### src/rtl/ibus_prefetch.sv
// ibus_prefetch: instruction prefetch buffer between the CPU instruction master
// and the int_mem instruction bus. Streams sequential words into a small FIFO
// so sequential fetches complete one cycle after the request. A non-sequential
// fetch or a flush discards the buffer. An in-flight memory read whose data is
// no longer wanted is drained (DRAIN) before the refetch is issued.
//
// Ports
//   clk, rst          rising-edge clock, synchronous active-high reset
//   flush             pulse: invalidate buffer, discard any in-flight fetch
//   cpu_valid/addr    CPU fetch request (held until cpu_ready), byte address
//   cpu_rdata/ready   fetched word + 1-cycle completion pulse
//   mem_valid/addr    read request to memory (held until mem_ready)
//   mem_rdata/ready   memory read data + 1-cycle completion pulse
module ibus_prefetch #(
  parameter int ADDR_W  = 32,
  parameter int DATA_W  = 32,
  parameter int DEPTH_W = 2
) (
  input  logic              clk,
  input  logic              rst,
  input  logic              flush,
  input  logic              cpu_valid,
  input  logic [ADDR_W-1:0] cpu_addr,
  output logic [DATA_W-1:0] cpu_rdata,
  output logic              cpu_ready,
  output logic              mem_valid,
  output logic [ADDR_W-1:0] mem_addr,
  input  logic [DATA_W-1:0] mem_rdata,
  input  logic              mem_ready
);
  localparam int                OFS_W = $clog2(DATA_W/8);
  localparam logic [ADDR_W-1:0] STEP  = ADDR_W'(DATA_W/8);
  localparam logic [DEPTH_W:0]  DEPTH = (DEPTH_W+1)'(1 << DEPTH_W);

  typedef enum logic {RUN, DRAIN} state_t;
  state_t state, state_nxt;

  logic [ADDR_W-1:0]  head_addr, fetch_addr;
  logic [DEPTH_W:0]   count;
  logic               pend, valid_base;
  logic [DEPTH_W-1:0] rd_ptr, wr_ptr;
  logic [DATA_W-1:0]  fifo_q [1<<DEPTH_W];

  logic              resp, head_match, covered, hit, miss, push, issue;
  logic [ADDR_W-1:0] cpu_word;
  logic              unused_low;

  assign unused_low = ^cpu_addr[OFS_W-1:0];
  assign cpu_word   = {cpu_addr[ADDR_W-1:OFS_W], {OFS_W{1'b0}}};
  assign mem_valid  = pend;

  always_comb begin
    resp       = pend && mem_ready;
    head_match = cpu_addr[ADDR_W-1:OFS_W] == head_addr[ADDR_W-1:OFS_W];
    // Request already targeted by the stream (in flight, or about to issue
    // once a drain completes): wait instead of redirecting again.
    covered    = (count == '0) && valid_base && head_match;
    // cpu_valid stays high during the cpu_ready cycle with the old address;
    // gating on !cpu_ready keeps that cycle from being seen as a new request.
    hit        = !flush && cpu_valid && !cpu_ready && (count != '0) && head_match;
    miss       = !flush && cpu_valid && !cpu_ready && !hit && !covered;
    push       = (state == RUN) && resp && !flush && !miss;
    issue      = (state == RUN) && valid_base && !pend && (count < DEPTH)
                 && !miss && !flush;
  end

  // State register
  always_ff @(posedge clk) begin
    if (rst) state <= RUN;
    else     state <= state_nxt;
  end

  // Next state: abandon an in-flight read unless it completes this cycle.
  always_comb begin
    state_nxt = state;
    case (state)
      RUN:     if ((miss || flush) && pend && !mem_ready) state_nxt = DRAIN;
      DRAIN:   if (mem_ready) state_nxt = RUN;
      default: state_nxt = RUN;
    endcase
  end

  always_ff @(posedge clk) begin
    if (push) fifo_q[wr_ptr] <= mem_rdata;
  end

  always_ff @(posedge clk) begin
    if (rst) begin
      cpu_ready  <= 1'b0;
      cpu_rdata  <= '0;
      mem_addr   <= '0;
      head_addr  <= '0;
      fetch_addr <= '0;
      count      <= '0;
      pend       <= 1'b0;
      valid_base <= 1'b0;
      rd_ptr     <= '0;
      wr_ptr     <= '0;
    end else begin
      cpu_ready <= hit;
      if (hit) begin
        cpu_rdata <= fifo_q[rd_ptr];
        rd_ptr    <= rd_ptr + 1'b1;
        head_addr <= head_addr + STEP;
      end
      if (push) wr_ptr <= wr_ptr + 1'b1;

      if (flush || miss)       count <= '0;
      else if (push && !hit)   count <= count + 1'b1;
      else if (hit && !push)   count <= count - 1'b1;

      // fetch_addr advances at issue so it always points past everything
      // buffered or requested.
      if (resp) pend <= 1'b0;
      if (issue) begin
        pend       <= 1'b1;
        mem_addr   <= fetch_addr;
        fetch_addr <= fetch_addr + STEP;
      end

      if (flush) begin
        valid_base <= 1'b0;
        wr_ptr     <= rd_ptr;
      end else if (miss) begin
        valid_base <= 1'b1;
        head_addr  <= cpu_word;
        fetch_addr <= cpu_word;
        wr_ptr     <= rd_ptr;
      end
    end
  end
endmodule
### config.mk
export PLATFORM = sky130hd
export DESIGN_NAME = ibus_prefetch
export DESIGN_NICKNAME = d
export VERILOG_FILES = /design/src/rtl/ibus_prefetch.sv
export SDC_FILE = /design/constraint.sdc
export NUM_CORES = 1
export LEC_CHECK = 0
export ABC_AREA = 1
export BUFFER_PORTS_ARGS = -buffer_cell sky130_fd_sc_hd__buf_2
export CAP_MARGIN = 20
export CORE_MARGIN = 4
export CORE_UTILIZATION = 40
export DETAILED_ROUTE_END_ITERATION = 6
export PLACE_DENSITY = 0.56
export SYNTH_ARGS = -nofsm -noshare
export SYNTH_HDL_FRONTEND = slang
export SYNTH_SLANG_ARGS = --single-unit
### constraint.sdc
create_clock -name clk -period 6.1 [get_ports clk]
set_input_delay 0 -clock clk [delete_from_list [all_inputs] [get_ports clk]]
set_output_delay 0 -clock clk [all_outputs]
set_load 0.005 [all_outputs]
---- Yosys cells after proc, flatten, opt, wreduce, memory -nomap -nowiden ----
Memory sizes are Yosys's and may differ from the RTL's. A register that Yosys moved wholly into a read port is not among the register bits.
Index checks and enable logic that the tools add are counted.
word-level totals
  memory bits (writable) .................. 128
  bits in registers ....................... 107
  word-level logic and storage cells ...... 75
  output and inout bits ................... 66
  memories ................................ 1
  bits of input ports ..................... 69
operators by class
  mux-type cells .......................... 18
  reduce and logical (&&, ||, !) cells .... 37
  magnitude comparators ................... 1
  equality and inequality tests ........... 1
  bitwise operators ....................... 1
  add/subtract/negate cells ............... 6
memory list
  name    depth  width  rd ports  clocked after memory_dff  write ports  RTL line  RTL
  fifo_q  4      32     1         1                         1            42        logic [DATA_W-1:0] fifo_q [1<<DEPTH_W];
operators by type and width
  cell                                                                number
  32-bit two-way mux                                                  6
  32-bit by 3-bit adder with 32-bit output, second input constant     2
  30-bit == test                                                      1
  1-bit logical AND                                                   21
  1-bit logical NOT                                                   8
  1-bit two-way mux                                                   6
  2-bit two-way mux                                                   3
  3-bit two-way mux                                                   2
  3-bit nonzero test                                                  2
  2-bit by 1-bit adder with 2-bit output, second input constant       2
  2-bit nonzero test                                                  2
  2-bit OR reduction                                                  2
  3-bit by 1-bit adder with 3-bit output, second input constant       1
  3-bit logical NOT                                                   1
  3-bit < comparator, second input constant                           1
  3-bit by 1-bit subtractor with 3-bit output, second input constant  1
  1-bit case mux with 2 select lines                                  1
  1-bit logical OR                                                    1
  1-bit NOT                                                           1

---- Longest topological paths before layout ----
  depth after elaboration ................. 14
  gate-level depth with buffers ........... 19

---- Worst setup path after synthesis ----
No wires, ideal clock.
  kind .................................... reg-to-reg
  start point ............................. register head_addr[17]
  end point ............................... memory fifo_q[0][0] (enable)
  setup slack ............................. 2.857 ns
  period minus slack after synthesis ...... 3.243 ns
  data arrival time ....................... 2.822 ns
  library setup time ...................... 0.421 ns
  cell stages (with the launch flop) ...... 13
  buffers on the path ..................... 1
  cells stage by stage .................... dfxtp_1 > buf_2 > xnor2_1 > nand2_1 > nor2_1 > nand2_1 > nor2_1 > nand3_1 > nand2_2 > nand2_1 > nor2_2 > inv_1 > nor2_1
between the ends
  word-level cells in the longest chain between the ends .. 9
  elaborated cells between the ends (all ways) .. 11
  those cells by class .................... 1 x eq/ne; 2 x mux; 8 x reduce/logical
ends and longest elaborated chain
  element                                      RTL line  RTL
  from (decl)                                  38        logic [ADDR_W-1:0] head_addr, fetch_addr;
  from (signal assigned)                       104       head_addr <= head_addr + STEP;
  from (signal assigned)                       126       head_addr <= cpu_word;
  30-bit == test (*)                           54        head_match = cpu_addr[ADDR_W-1:OFS_W] == head_addr[ADDR_W-1:OFS_W];
  1-bit logical AND                            60        hit = !flush && cpu_valid && !cpu_ready && (count != '0) && head_match;
  1-bit logical NOT                            61        miss = !flush && cpu_valid && !cpu_ready && !hit && !covered;
  1-bit logical AND                            61
  1-bit logical AND (*)                        61
  1-bit logical NOT (*)                        62        push = (state == RUN) && resp && !flush && !miss;
  1-bit logical AND (*)                        62
  1-bit two-way mux (*)                        84        if (push) fifo_q[wr_ptr] <= mem_rdata;
  1-bit two-way mux (not written as such) (*)  84
  to (decl)                                    42
Every way passes the cells marked *; elsewhere a longest branch is shown, timed or not.

---- Final worst setup path ----
  start point ............................. register head_addr[17]
  end point ............................... register mem_addr[8]
between the ends
  word-level cells in the longest chain between the ends .. 8
  elaborated cells between the ends (all ways) .. 10
  those cells by class .................... 1 x eq/ne; 9 x reduce/logical
ends and longest elaborated chain
  element                             RTL line  RTL
  30-bit == test (*)                  54
  1-bit logical AND                   60
  1-bit logical NOT                   61
  1-bit logical AND                   61
  1-bit logical AND (*)               61
  1-bit logical NOT (*)               64        && !miss && !flush;
  1-bit logical AND (*) (2 in a row)  64
  to (signal assigned)                117       mem_addr <= fetch_addr;
  to (decl)                           27        output logic [ADDR_W-1:0] mem_addr,
Marked as above.
A chain may end at the register's enable or synchronous reset.

==> metrics.txt <==
sequential share of the synthesized area=0.5435; post-DP HPWL=between 20,000 and 25,000 µm; Pwr Total=approximately 3.9 mW; Slew @ Worst Pin=1024 ps; clk slew on worst S/H paths=60 ps; mean routed wirelength per cell=16.43 µm; max_slew headroom=0.3174; Final TNS setup=0 ps; r2r setup slk=2630 ps; worst path cell trace=xnor2_1, nand2_1, nor2_1, nand2_1, nor2_1, nand3_1, nand2_2, nand3_4, clkinv_2, o21ai_0, a21oi_1; Max Fanout on Critical Path=54; Pins Over Slew Limit=0; most common cell after layout, fill and taps aside=nand2_1; P&R area growth vs syn=21.44%; overflow left after global routing=0; syn avg cell area=approximately 8.4 µm²; Min-Delay Path Class=input pin to flip-flop; Clock Tree Buf Depth=3; Max Fclk=288.1 MHz; CP Capture Type=flip-flop; Setup CP Type=flip-flop to flip-flop; CTS resizes=0; FILL cells=about 3,000; share of cells above drive strength 1=0.1258; Cell Pwr Density=between 200 and 300 mW/mm²; Antenna diodes=0; Post-Syn Instances=~1,400; DR iter-0 viols=727; hold buffer count at cts=65; Final Cycle Share=0.5690; final period demand of the worst path=between 3000 and 4000 ps; Rows=63; Post-CTS Setup Inserts=0; outcome=finished, final reports clean; crit path DAT=3950 ps; most frequent cells in the layout=399 x nand2_1, 134 x nor2_1, 132 x dfxtp_1; count of cell types in the netlist=36; die area=0.03276 mm²; Routed Wire Length=33,070 µm; Yosys top cell area share=0.3211; CTS Root Cell=clkbuf_16; max cap viols=0; Max stage delay on crit path=between 700 and 800 ps; worst skew pair latency=about 560 ps; startpoint types=flip-flop; Synth area leader=edfxtp_1; YS warnings=0; Critical-path top delay cell=clkinv_2; Nets=1,676; Via Count=10,100; Routed Antenna Nets=0; total CTS buffers=29; H-tree Lvls=1; worst path required time=roughly 6600 ps; GR Util All Layers=0.1947; Via density=5.020; Port Buffers=130; flops & latches, synth=approximately 260; Post-Place Cells=1,892; die width=181 µm; vias in the first global route=slightly below 10,000; Layout Cells excl Fill=just over 2,000; initial antenna violation count=0; Clock Skew=~15 ps; Core ar.=about 0.030 mm²; Final Hold Fails=0; CTS tree=built; top cells by area, synth=edfxtp_1 32%, dfxtp_1 22%, nand2_1 13%, nor2_1 4.3%, o21ai_0 4.3%; first-pass detailed-route iteration total=5; routability-driven placement congestion ratio=0.8584; CTS sink count=261; fin util=0.4918; Largest delay share family, worst path=simple AND/OR/NAND/NOR gates; I/O Pins=135; leak pwr=5.699 nW; Placement Cell Area=0.01291 mm²; design area=0.01454 mm²; crit path buf inv count=1; Syn Std Cell Area=0.01197 mm²; Setup Viol. Count Final=0; first-pass GRT wire length=52,410 µm; Initial Util=0.4050; height of the die=about 180 µm; Peak VDD IR=246.0 µV; largest net degree at the start of global routing=79; RSZ-0062 raised after global routing=false; DRC errors left=0
[final timing paths]
kind	from	to	depth (start not counted)
max	head_addr[17]	mem_addr[8]	11
min	cpu_valid	head_addr[2]	7
max reg2reg	head_addr[17]	mem_addr[8]	11
min reg2reg	cpu_rdata[8]	cpu_rdata[8]	2
[where the power goes]
| part | total, mW | internal (mW) | switching, mW |
|---|---|---|---|
| clock network | 1.74 | 1.03 | 0.712 |
| logic | 0.223 | 0.0970 | 0.126 |
| registers | 1.90 | 1.86 | 0.0376 |
[cell usage after synthesis (all sizes together)]
library cell  number
o211ai             1
and2               1
nand4             30
conb               1
o21a               1
o41ai              1
xnor2             30
clkbuf            49
buf               24
nand2            400
clkinv             3
ha                 7
a21oi            100
o21ai            104
fa                 1
xor2              39
a211oi             2
a31oi             12
nor2             139
o22ai             32
nor3              35
nand3b             2
nor4               5
inv              108
edfxtp           128
nand3             43
dfxtp            133
[final cells by class]
type,count,area (µm²),share of cell area
Sequential cell,261,6507,0.4476
Multi-Input combinational cell,987,4747,0.3265
Timing Repair Buffer,209,1429,0.09829
Clock buffer,41,790.8,0.05439
Tap cell,390,488.0,0.03357
Inverter,111,417.9,0.02875
Clock inverter,13,157.7,0.01084
[routing by layer]
metal  wire length, µm  vias to the layer above  global-route usage
met5                 0                        -                   0
li1                  -                     5100                   -
met1             14730                     4752              0.2504
met4               786                        0             0.04713
met3              1262                       48             0.02617
met2             16290                      200              0.3485
[stage by stage]
step	setup slack, ps	hold WS [ps]
final	2629	149.0
after CTS	2543	132.3
after detailed placement	2575	190.0
after global routing	2149	182.4
after floorplan	2857	78.47
after global placement	2624	183.6
[registers in the layout, indices dropped and copies added, names as in the netlist]
signal and flops:
head_addr 30, cpu_ready 1, valid_base 1, count 3, wr_ptr 2, state 1
fetch_addr 30, cpu_rdata 32, fifo_q 128, mem_valid 1, rd_ptr 2, mem_addr 30
[worst register-to-register path: stages, from the launching register on]
cell and delay, ps:
dfxtp_1 470, xnor2_1 150, nand2_1 90, nor2_1 110, nand2_1 70, nor2_1 240
nand3_1 140, nand2_2 400, nand3_4 620, clkinv_2 750, o21ai_0 200, a21oi_1 140
[kinds of logic (layout without fill, tap and decap cells)]
group           Yosys count  count (layout)  share of synthesized area
other cells               1               2                  0.0003132
flops                   261             261                     0.5435
xor+xnor                 69              69                    0.05048
buf+inv                 184             374                    0.06156
fa+ha+maj                 8               8                   0.008988
simple gates            655             655                     0.2237
compound gates          253             253                     0.1115
Power figures use the tool's default switching activity.
